## config.mk

```make
export PLATFORM = sky130hd
export DESIGN_NAME = step_pul_gen
export DESIGN_NICKNAME = d
export VERILOG_FILES = /design/src/rtl/step_pul_gen.sv
export SDC_FILE = /design/constraint.sdc
export NUM_CORES = 1
export LEC_CHECK = 0
export ABC_AREA = 1
export ABC_CLOCK_PERIOD_IN_PS = 3200
export CORE_MARGIN = 2
export CORE_UTILIZATION = 35
export CTS_CLUSTER_DIAMETER = 100
export CTS_CLUSTER_SIZE = 12
export DETAILED_ROUTE_END_ITERATION = 8
export GPL_TIMING_DRIVEN = 0
export SKIP_CTS_REPAIR_TIMING = 1
export SYNTH_ARGS = -nofsm -noshare
export SYNTH_HDL_FRONTEND = slang
export SYNTH_SLANG_ARGS = --single-unit
```

## constraint.sdc

```tcl
create_clock -name clk -period 3.2 [get_ports clk]
set_clock_uncertainty 0.2 [all_clocks]
set_input_delay 0.64 -clock clk [delete_from_list [all_inputs] [get_ports clk]]
set_output_delay 0.64 -clock clk [all_outputs]
set_load 0.05 [all_outputs]
```

## src/rtl/step_pul_gen.sv

```systemverilog
// step_pul_gen: STEP/DIR pulse generator; define PUL_DIR_SETUP_EN to insert a DIR-to-STEP setup delay on direction changes
module step_pul_gen #(
  parameter int CNT_W      = 32,
  parameter int MIN_PERIOD = 4,
  parameter int DIR_SETUP  = 100
) (
  input  logic             clk,
  input  logic             rst,
  input  logic             start,
  input  logic [CNT_W-1:0] pul_data,
  input  logic             pul_dir,
  output logic             pul_out,
  output logic             dir_out,
  output logic             done,
  output logic             busy
);
  typedef enum logic [1:0] {IDLE, HIGH, LOW, SETUP} state_t;
  state_t state_q, state_d;
  logic [CNT_W-1:0] cnt_q, cnt_d, p_q, p_d, h_q, h_d, p_req;
  logic dir_q, dir_d, pul_q, pul_d, done_q, done_d, busy_q, busy_d;
  logic last, latch, dir_chg;
  assign p_req = (pul_data < CNT_W'(MIN_PERIOD)) ? CNT_W'(MIN_PERIOD) : pul_data;
  assign last  = cnt_q == CNT_W'(1);
  assign latch = start && pul_data != '0 && (state_q == IDLE || (state_q == LOW && last));
`ifdef PUL_DIR_SETUP_EN
  assign dir_chg = pul_dir != dir_q;
`else
  assign dir_chg = 1'b0;
`endif
  // state, counter, latched period and registered outputs
  always_ff @(posedge clk) begin
    if (rst) begin
      state_q <= IDLE;
      cnt_q   <= '0;
      p_q     <= '0;
      h_q     <= '0;
      dir_q   <= 1'b0;
      pul_q   <= 1'b0;
      done_q  <= 1'b0;
      busy_q  <= 1'b0;
    end else begin
      state_q <= state_d;
      cnt_q   <= cnt_d;
      p_q     <= p_d;
      h_q     <= h_d;
      dir_q   <= dir_d;
      pul_q   <= pul_d;
      done_q  <= done_d;
      busy_q  <= busy_d;
    end
  end
  // next state: latch a new period at IDLE or at the last LOW cycle, otherwise count phases down to 1
  always_comb begin
    state_d = state_q;
    cnt_d   = cnt_q - CNT_W'(1);
    p_d     = p_q;
    h_d     = h_q;
`ifdef PUL_DIR_SETUP_EN
    dir_d   = dir_q;
`else
    dir_d   = pul_dir;
`endif
    if (latch) begin
      p_d     = p_req;
      h_d     = p_req >> 1;
      state_d = dir_chg ? SETUP : HIGH;
      cnt_d   = dir_chg ? CNT_W'(DIR_SETUP) : p_req >> 1;
      if (dir_chg) dir_d = pul_dir;
    end else begin
      case (state_q)
        IDLE:  cnt_d = '0;
        HIGH:  if (last) begin state_d = LOW;  cnt_d = p_q - h_q; end
        LOW:   if (last) begin state_d = IDLE; cnt_d = '0;        end
        SETUP: if (last) begin state_d = HIGH; cnt_d = h_q;       end
      endcase
    end
  end
  // outputs decoded from the next state so they appear registered alongside it
  always_comb begin
    pul_d  = state_d == HIGH;
    done_d = state_d == LOW && cnt_d == CNT_W'(1);
    busy_d = state_d != IDLE;
  end
  assign pul_out = pul_q;
  assign dir_out = dir_q;
  assign done    = done_q;
  assign busy    = busy_q;
endmodule

```

==> metrics.cfg, run 1 <==
[synthesis]
synth_common_cells = nand2_1 (453), inv_1 (221), nor2_1 (195), nand3_1 (97), dfxtp_1 (70)
ys_seq_area_frac = 0.199
ys_types = 38
synth.yosys.warnings = 0
synthXorXnorAreaFrac = 0.0249
synth_compound_area_frac = 0.0955
synth.area.top_cells = nand2_1 (24%), dfxtp_1 (20%), inv_1 (12%), nor2_1 (10%), nand3_1 (6.9%)
synth-seq-cells = 70
postSynthCellCount = 1302
syn_area_sq_um = 7030
synth_fa_ha_area_frac = 0.0633
synth.net_count = 1373
synth_edf_count = 0
synth-simple-area-share = 0.482
yosysMostFrequentCell = nand2_1
synth_top_family_by_area = simple AND/OR/NAND/NOR gates
synthArstFlopShare = 0
synth_top_area_frac = 0.242
synthMuxAreaShare = 0
yosysTopAreaCell = nand2_1
ys.flop_type = dfxtp_1
avgSynthCellArea_sq_um = 5.40

[layout]
antenna_cells = 0
design_area_sq_um = 8140
drive_gt1_frac = 0.0456
area_growth_syn_to_layout_pct = 15.7
fin_nets = 1427

[global_route]
track_usage = 0.229
first_global_vias = 7398
grt_pass1_wl_mm = 38.2
globalRouteOverflowTotal = 0
grt_max_degree = 13
antenna_found_initial = 1

[worst_setup_path]
cp_max_fo = 8
cp_slowest_cell = clkdlybuf4s50_1
rr_worst_depth = 20
r2r_end = done$_SDFF_PP0_
r2r_setup_slack_ns = 0.28
cp-endpoint = done$_SDFF_PP0_
critPathKind = input port to flop
critPathMaxStageDelay_ns = 0.48
end_kind = flop
cp.depth = 16
crit_buf_inv = 2
start_kind = input port
path_cells = clkdlybuf4s50_1, nor2_1, nand2_1, nor2_1, inv_1, nor2_2, nand3_1, nand3_4, a21oi_1, nor2_1, nand2_1, nor2_2, nand3_1, nor2_1, nand3_1, nor2_1
cp_common_cell = nor2_1
r2r-start = p_q[0]$_SDFFE_PP0P_
crit_family = simple AND/OR/NAND/NOR gates
setup.worst_path.start = pul_data[17]
worstPathRequired_ns = 3.27
arrival_ns = 3.10

[drt]
wirelength_mm = 24.5
vias = 7977
first_pass_iters = 6
drc_errors = 0
routedWlPerCell_microns = 15.1
via_per_inst = 4.91
postRouteAntennaNets = 0
drtIter0Drc = 528

[power_and_ir_drop]
leakage_uw = 0.00440
sw_frac_of_total = 0.409
power.switching_uw = 1490
seqPwrFrac = 0.271
power.density_nw_per_um2 = 448
p_comb_frac = 0.423
clkPwrFrac = 0.307
ir_drop_mv = 0.274
p_int_uw = 2150

[clock_network]
htree_levels = 3
clock_sinks = 70
clk_pin_slew_ns = 0.05
cts_tree = built
clk_latency_ns = 0.34
cts_root_buf = clkbuf_16
cts_buffers = 9
cts_buffer_depth = 2

[sta]
relSlewSlack = 0.547
period_share = 0.946
tightest_slew_ns = 0.680
finalSetupViolations = 0
hold_viol = 0
fin_hold_ws_ns = 0.288
final_period_minus_worst_setup_slack_ns = 3.03
tns_ns = 0
rsz0062_at_grt = false
max_freq_ghz = 0.330
slew_viol_final = 0

[worst_hold_path]
hp-class = flop to flop

[die]
die-area_sq_um = 21200
coreArea_sq_um = 19600
rows = 51
initial_core_util = 0.359
die_h_microns = 146
ios = 40
die_w_microns = 146

[flow_run]
cap_violations = 0

[status]
outcome = finished clean

[placement]
port_buffers = 39
dp_hpwl_mm = 20.6
place_congestion = 0.950
placed_cell_area_sq_um = 7750

flip-flops by register name, summed over array words and instances (netlist names):
name	flops
done	1
pul_out	1
cnt_q	32
busy	1
p_q	32
state_q	2
dir_out	1
how the worst min path moves through the flow:
stage | startpoint | endpoint | cells after the start
floorplan | p_q[10]$_SDFFE_PP0P_ | p_q[10]$_SDFFE_PP0P_ | 2
finish | p_q[17]$_SDFFE_PP0P_ | p_q[17]$_SDFFE_PP0P_ | 2
detailed placement | p_q[17]$_SDFFE_PP0P_ | p_q[17]$_SDFFE_PP0P_ | 2
CTS | p_q[17]$_SDFFE_PP0P_ | p_q[17]$_SDFFE_PP0P_ | 2
global placement | p_q[17]$_SDFFE_PP0P_ | p_q[17]$_SDFFE_PP0P_ | 2
global route | p_q[13]$_SDFFE_PP0P_ | p_q[13]$_SDFFE_PP0P_ | 2
power by group through the flow:
stage	clock network [uW]	registers [uW]	logic [uW]
floorplan	0	1000	1080
global placement	0	1000	1500
detailed placement	0	1000	1510
CTS	1130	986	1520
global route	1170	995	1740
finish	1120	987	1540
worst reg2reg max path: stages, from the launching register on:
cell,delay [ns]
dfxtp_1,0.30
inv_1,0.07
ha_1,0.23
fa_1,0.39
inv_2,0.10
nand2_1,0.07
nand2_1,0.10
nand3_1,0.12
nand2_2,0.12
nand2_1,0.06
nand3_1,0.08
nand2_1,0.09
nand2_1,0.07
nand2_1,0.06
nor2_1,0.09
nand2_1,0.06
nor2_1,0.27
nand3_1,0.12
nor2_1,0.09
nand3_1,0.07
nor2_1,0.09
cell type report:
type / count / area [sq um]
Fill cell: 2216 / 11400
Timing Repair Buffer: 43 / 420
Multi-Input combinational cell: 985 / 4700
Tap cell: 265 / 332
Inverter: 224 / 841
Sequential cell: 70 / 1400
Clock buffer: 11 / 253
Clock inverter: 5 / 81.3
Buffer: 23 / 113
kinds of logic after synthesis:
kind of cell | after synthesis
buffers and inverters | 247
AOI/OAI and AO/OA | 116
and+or+nand+nor | 814
DFF | 70
adders and majority gates | 35
xor gates and xnor gates | 20
through the flow:
| step | utilization | total power, uW | std cells | worst slack, ns |
|---|---|---|---|---|
| global placement | 0.396 | 2500 | 1606 | -0.403 |
| finish | 0.416 | 3650 | 1626 | 0.174 |
| CTS | 0.413 | 3630 | 1622 | -0.0379 |
| detailed placement | 0.396 | 2510 | 1606 | -0.382 |
| global route | 0.416 | 3900 | 1626 | 0.0242 |
| floorplan | - | 2080 | 1302 | 0.793 |
cell usage in the layout (no fill, tap or decap), drive strengths merged, types with 20 or more instances in the layout:
| cell | n |
|---|---|
| a21oi | 63 |
| nand2 | 458 |
| inv | 222 |
| nand3 | 98 |
| dfxtp | 70 |
| nor2 | 206 |
| clkdlybuf4s50 | 39 |
| o21ai | 23 |
| clkbuf | 21 |
| nand4 | 20 |
| ha | 34 |
metal layers:
metal	wire (microns)	vias up	global-route usage	part of all wire
li1	-	4140	-	-
met1	11200	3536	0.306	0.46
met2	11200	265	0.380	0.46
met3	1610	34	0.0426	0.066
met4	471	2	0.0549	0.019
met5	12	-	0	0.00049
No activity file was read; power rests on OpenSTA's default activity.
==> inputs of run 2 (changes only) <==
CTS_CLUSTER_DIAMETER = unset   (was 100)
==> results of run 2 <==
The final DEF is identical to that of run 1; final timing and power are the same.
